### src/rtl/cpu65_pkg.sv
// Shared definitions for the 65C02 interrupt front end: vector encodings and int_ctl states.
package cpu65_pkg;

  localparam logic [1:0] VEC_IRQ   = 2'b00;
  localparam logic [1:0] VEC_NMI   = 2'b01;
  localparam logic [1:0] VEC_RESET = 2'b10;

  typedef enum logic [1:0] {
    RST_HOLD = 2'b00,
    RUN      = 2'b01,
    WAIT     = 2'b10
  } int_state_e;

endpackage

### src/rtl/sync_ff.sv
// Multi-stage synchroniser for an asynchronous active-low pin; presets to 1 (inactive) on reset.
module sync_ff #(
  parameter int SYNC_STAGES = 2
) (
  input  logic clk,
  input  logic reset,
  input  logic d,
  output logic q
);

  logic [SYNC_STAGES-1:0] sr_q;
  logic [SYNC_STAGES-1:0] sr_d;

  always_comb begin
    sr_d = {sr_q[SYNC_STAGES-2:0], d};
  end

  always_ff @(posedge clk or posedge reset) begin
    if (reset) begin
      sr_q <= '1;
    end else begin
      sr_q <= sr_d;
    end
  end

  assign q = sr_q[SYNC_STAGES-1];

endmodule

### src/rtl/int_ctl.sv
// Interrupt/reset front end for the 65C02 controller: reset stretch, NMI latch, vector select.
// Optional WAI support (rdy clock-enable, WAIT state) is built when WAIT_EN is defined.
module int_ctl
  import cpu65_pkg::*;
#(
  parameter int RESET_CYCLES = 4,
  parameter int SYNC_STAGES  = 2
) (
  input  logic       clk,
  input  logic       reset,
  input  logic       irq_n,
  input  logic       nmi_n,
  input  logic       sync,
  input  logic       I,
  input  logic       wai,
  output logic       core_reset,
  output logic       irq,
  output logic       I_eff,
  output logic [1:0] vec,
  output logic       rdy
);

  localparam int CW = (RESET_CYCLES > 1) ? $clog2(RESET_CYCLES) : 1;
  localparam logic [CW-1:0] CNT_LAST = CW'(RESET_CYCLES - 1);

  logic          irq_s;
  logic          nmi_s;
  logic          nmi_edge;
  logic          take;

  int_state_e    state_q,    state_d;
  logic [CW-1:0] cnt_q,      cnt_d;
  logic          nmi_dly_q,  nmi_dly_d;
  logic          nmi_pend_q, nmi_pend_d;
  logic [1:0]    vec_q,      vec_d;

  sync_ff #(.SYNC_STAGES(SYNC_STAGES)) u_sync_irq (
    .clk   (clk),
    .reset (reset),
    .d     (irq_n),
    .q     (irq_s)
  );

  sync_ff #(.SYNC_STAGES(SYNC_STAGES)) u_sync_nmi (
    .clk   (clk),
    .reset (reset),
    .d     (nmi_n),
    .q     (nmi_s)
  );

  assign nmi_edge   = nmi_dly_q & ~nmi_s;
  assign core_reset = (state_q == RST_HOLD);
  assign irq        = (state_q != RST_HOLD) & (nmi_pend_q | ~irq_s);
  assign I_eff      = I & ~nmi_pend_q;
  // Must match the controller's own take condition so the vector agrees with the sequence it runs.
  assign take       = sync & irq & ~I_eff & (state_q == RUN);
  assign vec        = vec_q;

`ifdef WAIT_EN
  assign rdy = (state_q != WAIT);
`else
  logic unused_wai;
  assign unused_wai = wai;
  assign rdy        = 1'b1;
`endif

  always_comb begin
    state_d    = state_q;
    cnt_d      = cnt_q;
    nmi_dly_d  = nmi_s;
    nmi_pend_d = nmi_pend_q | (nmi_edge & (state_q != RST_HOLD));
    vec_d      = vec_q;

    case (state_q)
      RST_HOLD: begin
        if (cnt_q == CNT_LAST) begin
          state_d = RUN;
        end else begin
          cnt_d = cnt_q + CW'(1);
        end
      end
      RUN: begin
`ifdef WAIT_EN
        if (wai) begin
          state_d = WAIT;
        end
`endif
      end
      WAIT: begin
`ifdef WAIT_EN
        // Wake on any pending request, masked or not.
        if (~irq_s || nmi_pend_q) begin
          state_d = RUN;
        end
`endif
      end
      default: state_d = state_q;
    endcase

    if (take) begin
      if (nmi_pend_q) begin
        vec_d      = VEC_NMI;
        nmi_pend_d = nmi_edge;
      end else begin
        vec_d = VEC_IRQ;
      end
    end
  end

  always_ff @(posedge clk or posedge reset) begin
    if (reset) begin
      state_q    <= RST_HOLD;
      cnt_q      <= '0;
      nmi_dly_q  <= 1'b1;
      nmi_pend_q <= 1'b0;
      vec_q      <= VEC_RESET;
    end else begin
      state_q    <= state_d;
      cnt_q      <= cnt_d;
      nmi_dly_q  <= nmi_dly_d;
      nmi_pend_q <= nmi_pend_d;
      vec_q      <= vec_d;
    end
  end

endmodule

### config.mk
export PLATFORM = sky130hd
export DESIGN_NAME = int_ctl
export DESIGN_NICKNAME = d
export VERILOG_FILES = /design/src/rtl/cpu65_pkg.sv /design/src/rtl/sync_ff.sv /design/src/rtl/int_ctl.sv
export SDC_FILE = /design/constraint.sdc
export NUM_CORES = 1
export LEC_CHECK = 0
export CORE_AREA = 5 5 47 49
export DETAILED_ROUTE_END_ITERATION = 7
export DIE_AREA = 0 0 52 54
export SYNTH_ARGS = -nofsm -noshare
export SYNTH_HDL_FRONTEND = slang
export SYNTH_SLANG_ARGS = --single-unit
### constraint.sdc
create_clock -name clk -period 1.3 [get_ports clk]
set_input_delay 0.39 -clock clk [delete_from_list [all_inputs] [get_ports clk]]
set_output_delay 0.39 -clock clk [all_outputs]
set_load 0.02 [all_outputs]
== Yosys cells after proc, flatten, opt, wreduce, memory -nomap -nowiden ==
Index checks and enable logic that the tools add are counted.

* Shift operators: 0
* Bitwise operators: 14
* Equal/unequal tests: 1
* Reduce and logical (&&, ||, !) cells: 3
* Muxes and demuxes: 3
* Magnitude comparators: 0
* Multipliers: 0
* Divide/modulo/power cells: 0
* Add/sub/neg operators: 1

{| class="wikitable"
|+ Operators by type and width
! cell !! number
|-
| 1-bit AND || 7
|-
| 1-bit NOT || 5
|-
| 2-bit AND reduction || 2
|-
| 1-bit two-way mux || 3
|-
| 2-bit by 1-bit adder with 2-bit output (second input constant) || 1
|-
| 2-bit == test (second input constant) || 1
|-
| 2-bit zero test || 1
|-
| 1-bit bitwise OR || 2
|}

* Word-level logic and storage cells: 29
* Flip-flop bits (word level): 11
* Bits in writable memories: 0
* Output and inout bits: 6
* Bits in read-only memories: 0
* Bits in latches: 0
* Memories: 0
* Input bits: 7

== Depth between registers and ports, before layout ==
Gate-level depths: netlist of the first run.

* Depth after elaboration: 7
* Mapped depth: 3
* Mapped depth without buffers: 3

== By module ==
A second synthesis of the first run with hierarchy kept.

* Cells, all modules: 33
* Area total of the unflattened synthesis: 426.7 um2

{| class="wikitable"
|+ By module, submodules not included
! module !! times used !! area each (um2) !! cells an instance !! sequential area each (um2)
|-
| int_ctl || 1 || 314.1 || 27 || 177.7
|-
| sync_ff || 2 || 56.3 || 3 || 52.6
|}

== Least setup slack after synthesis of the first run ==
OpenSTA, ideal clock, no wires.

* Kind: flip-flop to output port
* From: register state_q[0]
* To: output irq
* Slack: 0.032 ns
* Arrival time: 0.878 ns
* Required time: 0.910 ns
* Cell stages (with the launch flop): 3
* Path buffers: 0
* Path through: dfrtp_1 > inv_1 > a21oi_1

* Word-level cells in the longest chain between the ends: 1

{| class="wikitable"
|+ Ends and longest elaborated chain
! item !! line !! RTL
|-
| from (decl) || int_ctl.sv:31 || <nowiki>int_state_e state_q, state_d;</nowiki>
|-
| from (signal assigned) || int_ctl.sv:118 || <nowiki>state_q <= state_d;</nowiki>
|-
| 1-bit AND || int_ctl.sv:53 || <nowiki>assign irq = (state_q != RST_HOLD) & (nmi_pend_q | ~irq_s);</nowiki>
|-
| to (decl) || int_ctl.sv:17 || <nowiki>output logic irq,</nowiki>
|}

Every way passes these cells.

== Worst setup path in the final report of the first run ==
* From: register u_sync_irq.sr_q[1]
* To: output irq

* Word-level cells in the longest chain between the ends: 3

{| class="wikitable"
|+ Ends and longest elaborated chain
! item !! line !! RTL
|-
| from (decl) || sync_ff.sv:11 || <nowiki>logic [SYNC_STAGES-1:0] sr_q;</nowiki>
|-
| from (signal assigned) || sync_ff.sv:22 || <nowiki>sr_q <= sr_d;</nowiki>
|-
| 1-bit NOT || int_ctl.sv:53 ||
|-
| 1-bit bitwise OR || int_ctl.sv:53 ||
|-
| 1-bit AND || int_ctl.sv:53 ||
|}

Every way passes these cells.

==> metrics, run 1 <==
GP Congestion 0.704; GRT Total Usage 0.0574; cts-stage hold buffer count 0; worst hold path cell count 0; RSZ-0062 raised after global routing true; Ports 13; dpl cells 72; Worst-path clk slew 0.06 ns; reg2reg end cnt_q[1]; most common cell after layout, fill and taps aside buf_4; n_diodes 0; CP required 0.91 ns; via count 281; Worst Hold Path EP u_sync_irq.sr_q[1]; leading cell types in the layout, fill and taps excluded buf_4, dfstp_2, dfrtp_1, clkdlybuf4s50_1; Syn Inst Count 31; final net count 59; root buffer cell clkbuf_4; Die ar. 2810 um2; initial DRC count 1; Synth-to-Final Area Change 46.9%; worst setup path class flip-flop to output port; number of global-route vias before repair 284; fin crit period 1.37 ns; CP Capture Type output port; HP Start u_sync_irq.sr_q[0]; flops & latches, synth 11; Critical Path Fanout Max 2; Seq/Total Area, Yosys 0.675; WP data arrival 0.98 ns; final cycle utilization of the critical path 1.05; Max VDD drop 0.000338 V; drt drc 0; Worst Setup Start Kind flip-flop; first-pass GRT wire length 1.08 mm; antenna-violating nets left 0; Post-Route WL 659 um; fin worst setup slack -0.0677 ns; Buffers on Ports 10; r2r worst-path depth 3; Cell Area, Synth 419 um2; Syn Nets 39; Max Fclk 0.731 GHz; Clock Latency Late Sink 0.26 ns; Clock Skew 0.000669 ns; layout cell share with drive strength beyond 1 0.520; status finished, violations left; H-tree depth 1; FF-to-FF setup slack 0.12 ns; CORE AREA 1820 um2; Placed Area 583 um2; placed wire-length estimate 515 um; fin area 616 um2; max cap viols 0; Post-Layout Cell Count 77; worst min-delay path class flip-flop to flip-flop; Slew Limit Fails 0; Rows 16; failing checks setup timing; Initial Utilization 0.230; chip width 52 um; final hold violations 0; CTS tree done; DRT Pass-1 Iters 2; Max Buffers Root-to-Sink 2; TritonCTS Sinks 11; DR WL/cell 8.56 um; r2r startpoint cnt_q[0]; PwrDens 1110 nW/um2; # setup viols final 2; CTS Buf Count 3; routed vias/inst 3.65; pin count of the biggest net entering global routing 12; Yosys warning total 0; Synth cell types 17; initial antenna violation count 0; Die H 54 um; Post-Syn Area per Cell 13.5 um2; global route overflow 0; Lkg Pwr 0.274 nW
==> sequential cells by signal (all words and copies together), names as in the netlist <==
signal / cells
state_q: 1
u_sync_nmi.sr_q: 2
cnt_q: 2
nmi_pend_q: 1
vec: 2
nmi_dly_q: 1
u_sync_irq.sr_q: 2
==> layout make-up <==
cell class                 instances  area [um2]
fill                             182        1210
sequential                        11         283
timing repair buffer              16         140
multi-input combinational         14         114
tap                               27        33.8
clock buffer                       4        26.3
inverter                           5        18.8
==> power breakdown <==
part,total (mW),internal [mW],leakage (nW),switching [mW]
Sequential,0.372,0.364,0.112,0.00778
Clock,0.221,0.118,0.0150,0.103
Combinational,0.0891,0.0481,0.147,0.0410
Total,0.682,0.531,0.274,0.151
==> stage by stage <==
step / hold slack [ns] / utilization / total power, mW / setup TNS, ns / setup slack, ns
2_1_floorplan: 0.238 / - / 0.416 / 0 / 0.0322
3_3_place_gp: 0.346 / 0.320 / 0.466 / -1.39 / -0.677
3_5_place_dp: 0.347 / 0.320 / 0.467 / -1.42 / -0.684
4_1_cts: 0.360 / 0.334 / 0.697 / -0.124 / -0.0730
5_1_grt: 0.367 / 0.338 / 0.725 / -0.246 / -0.107
6_report: 0.355 / 0.338 / 0.682 / -0.0807 / -0.0677
==> repair_timing <==
item                                    in CTS  in global routing
resized for setup                           27                  4
pin swaps                                    1                  1
setup buffers                                0                  1
endpoints found under the setup margin       5                  5
gates cloned                                 0                  0
==> how the worst max path moves through the flow <==
stage / start / to / slack [ns] / cells past startpoint
floorplan: state_q[0] / irq / 0.03 / 2
global placement: I / I_eff / -0.68 / 3
detailed placement: I / I_eff / -0.68 / 3
CTS: u_sync_irq.sr_q[1] / irq / -0.07 / 2
global route: u_sync_irq.sr_q[1] / irq / -0.11 / 2
finish: u_sync_irq.sr_q[1] / irq / -0.07 / 2
==> cells in the mapped netlist (all sizes together) <==
| cell | instances | area share |
|---|---|---|
| inv | 5 | 0.045 |
| o2bb2ai | 1 | 0.021 |
| o21a | 1 | 0.018 |
| o22ai | 1 | 0.015 |
| nor2b | 1 | 0.015 |
| xor2 | 1 | 0.021 |
| and4bb | 1 | 0.030 |
| dfrtp | 5 | 0.30 |
| dfstp | 6 | 0.38 |
| buf | 1 | 0.018 |
| ha | 1 | 0.030 |
| conb | 1 | 0.0089 |
| nor2 | 1 | 0.015 |
| mux2 | 1 | 0.036 |
| a21oi | 1 | 0.012 |
| o21ba | 1 | 0.024 |
| nand2 | 2 | 0.018 |
==> per-layer routing <==
metal / GRT usage / part of all wire
met5: 0 / 0
met4: 0.0524 / 0
met3: 0.0360 / 0.11
met2: 0.0858 / 0.43
met1: 0.0542 / 0.45
==> worst max-delay path, cell delays in order, from the launching register on <==
cell and delay (ns):
dfstp_2 0.54, a21oi_2 0.06, buf_6 0.12
==> cell families after synthesis <==
logic type / count (synthesis) / share of synthesized area
AND/OR/NAND/NOR: 5 / 0.0776
adder cells (fa/ha/maj): 1 / 0.0298
buffers and inverters: 6 / 0.0627
other: 1 / 0.00895
XOR/XNOR: 1 / 0.0209
AO/OA/AOI/OAI: 5 / 0.0896
multiplexers: 1 / 0.0358
flip-flops: 11 / 0.675
No activity file was read; power rests on OpenSTA's default activity.
==> run 2: changes to the inputs <==
CORE_AREA = 5 5 42 44   (was 5 5 47 49)
DIE_AREA = 0 0 47 49   (was 0 0 52 54)
==> metrics, run 2 (synthesis gave the netlist of run 1 again) <==
final hold violations 0; Max Fclk 0.732 GHz; crit path launch u_sync_irq.sr_q[1]; fin crit period 1.37 ns; Lkg Pwr 0.274 nW; worst hold path cell count 0; Max VDD drop 0.000603 V; r2r startpoint cnt_q[0]; Max Buffers Root-to-Sink 2; CORE AREA 1400 um2; chip width 47 um; DR WL/cell 11.0 um; global route overflow 0; layout cell share with drive strength beyond 1 0.520; CTS Buf Count 3; H-tree depth 1; failing checks setup timing; r2r worst-path depth 3; initial antenna violation count 0; Slew Limit Fails 0; Die H 49 um; WP data arrival 0.98 ns; WHS 0.354 ns; number of global-route vias before repair 256; most common cell after layout, fill and taps aside buf_4; Synth-to-Final Area Change 43.6%; n_diodes 0; Initial Utilization 0.299; final net count 59; Post-Layout Cell Count 66; first-pass GRT wire length 1.12 mm; TritonCTS Sinks 11; GRT met1 Usage 0.0734; root buffer cell clkbuf_4; initial DRC count 3; met2 layer usage reported by global route 0.111; Die ar. 2300 um2; Critical Path Fanout Max 2; # setup viols final 2; leading cell types in the layout, fill and taps excluded buf_4, dfstp_2, dfrtp_1, clkdlybuf4s50_1; final cycle utilization of the critical path 1.05; grt met3 use 0.0443; RSZ-0062 raised after global routing true; Post-Route WL 729 um; pin count of the biggest net entering global routing 12; Worst-path clk slew 0.07 ns; GRT Total Usage 0.0728; DRT Pass-1 Iters 2; Tot Pwr 680 uW; routed vias/inst 4.12; drt drc 0; CP required 0.91 ns; Ports 13; Clock Latency Late Sink 0.26 ns; FF-to-FF setup slack 0.16 ns; worst min-delay path class flip-flop to flip-flop; antenna-violating nets left 0; Buffers on Ports 10; fin worst setup slack -0.0655 ns; worst setup path class flip-flop to output port; cts-stage hold buffer count 0; CTS tree done; Fill cells 141; most used routing layer met2; TNS Setup -0.0926 ns; reg2reg end cnt_q[1]; PwrDens 1130 nW/um2; via count 272; placed wire-length estimate 536 um; max cap viols 0; status finished, violations left; GP Congestion 0.682; CP Capture Type output port; Rows 14; dpl cells 61; Clock Skew 0.00911 ns; Worst Setup EP irq; Worst Setup Start Kind flip-flop
[run 2: cell counts in the layout (fill, tap and decap cells not counted)]
Identical to the previous run, type by type.
[run 2: area by class of cell]
type | count | area [um2] | area share
clock buffer | 4 | 26.3 | 0.0437
sequential | 11 | 283 | 0.470
multi-input combinational | 14 | 114 | 0.189
inverter | 5 | 18.8 | 0.0312
timing repair buffer | 16 | 140 | 0.233
tap | 16 | 20.0 | 0.0333
[run 2: metrics by stage]
| step | instance area [um2] | util | worst slack (ns) |
|---|---|---|---|
| floorplan | 419 | - | 0.0322 |
| global placement | 569 | 0.406 | -0.673 |
| detailed placement | 569 | 0.406 | -0.678 |
| CTS | 598 | 0.427 | -0.0831 |
| global route | 602 | 0.429 | -0.121 |
| finish | 602 | 0.429 | -0.0655 |
[run 2: critical path, stage by stage, from the launching register on]
cell and delay (ns):
dfstp_2 0.54, a21oi_2 0.06, buf_6 0.12
[run 2: worst min path at each step]
stage / start / end / slack (ns)
after detailed placement: u_sync_irq.sr_q[0] / u_sync_irq.sr_q[1] / 0.35
final: u_sync_nmi.sr_q[1] / nmi_dly_q / 0.35
after global routing: u_sync_nmi.sr_q[0] / u_sync_nmi.sr_q[1] / 0.37
after floorplan: reset / cnt_q[0] / 0.24
after global placement: u_sync_nmi.sr_q[0] / u_sync_nmi.sr_q[1] / 0.35
after CTS: u_sync_nmi.sr_q[1] / nmi_dly_q / 0.36
[run 2: report_power, final]
part / switching (mW) / internal (mW)
Clock: 0.104 / 0.118
Sequential: 0.00862 / 0.364
Combinational: 0.0398 / 0.0449
[run 2: layer usage]
layer  part of all wire  wire length, um  up-vias
met3              0.053               39        0
met2               0.56              408        5
met4                  0                0        0
met1               0.39              281      133
met5                  0                0        -
li1                   -                -      134
[run 2: repair_timing]
item | in CTS | in global routing
resized for setup | 30 | 1
endpoints found under the setup margin | 5 | 4
setup buffers | 1 | 0
==> run 3: changes to the inputs <==
HOLD_SLACK_MARGIN = 0.06   (was unset)
==> results of run 3 <==
Final layout, timing and power as in run 2 (identical DEF).
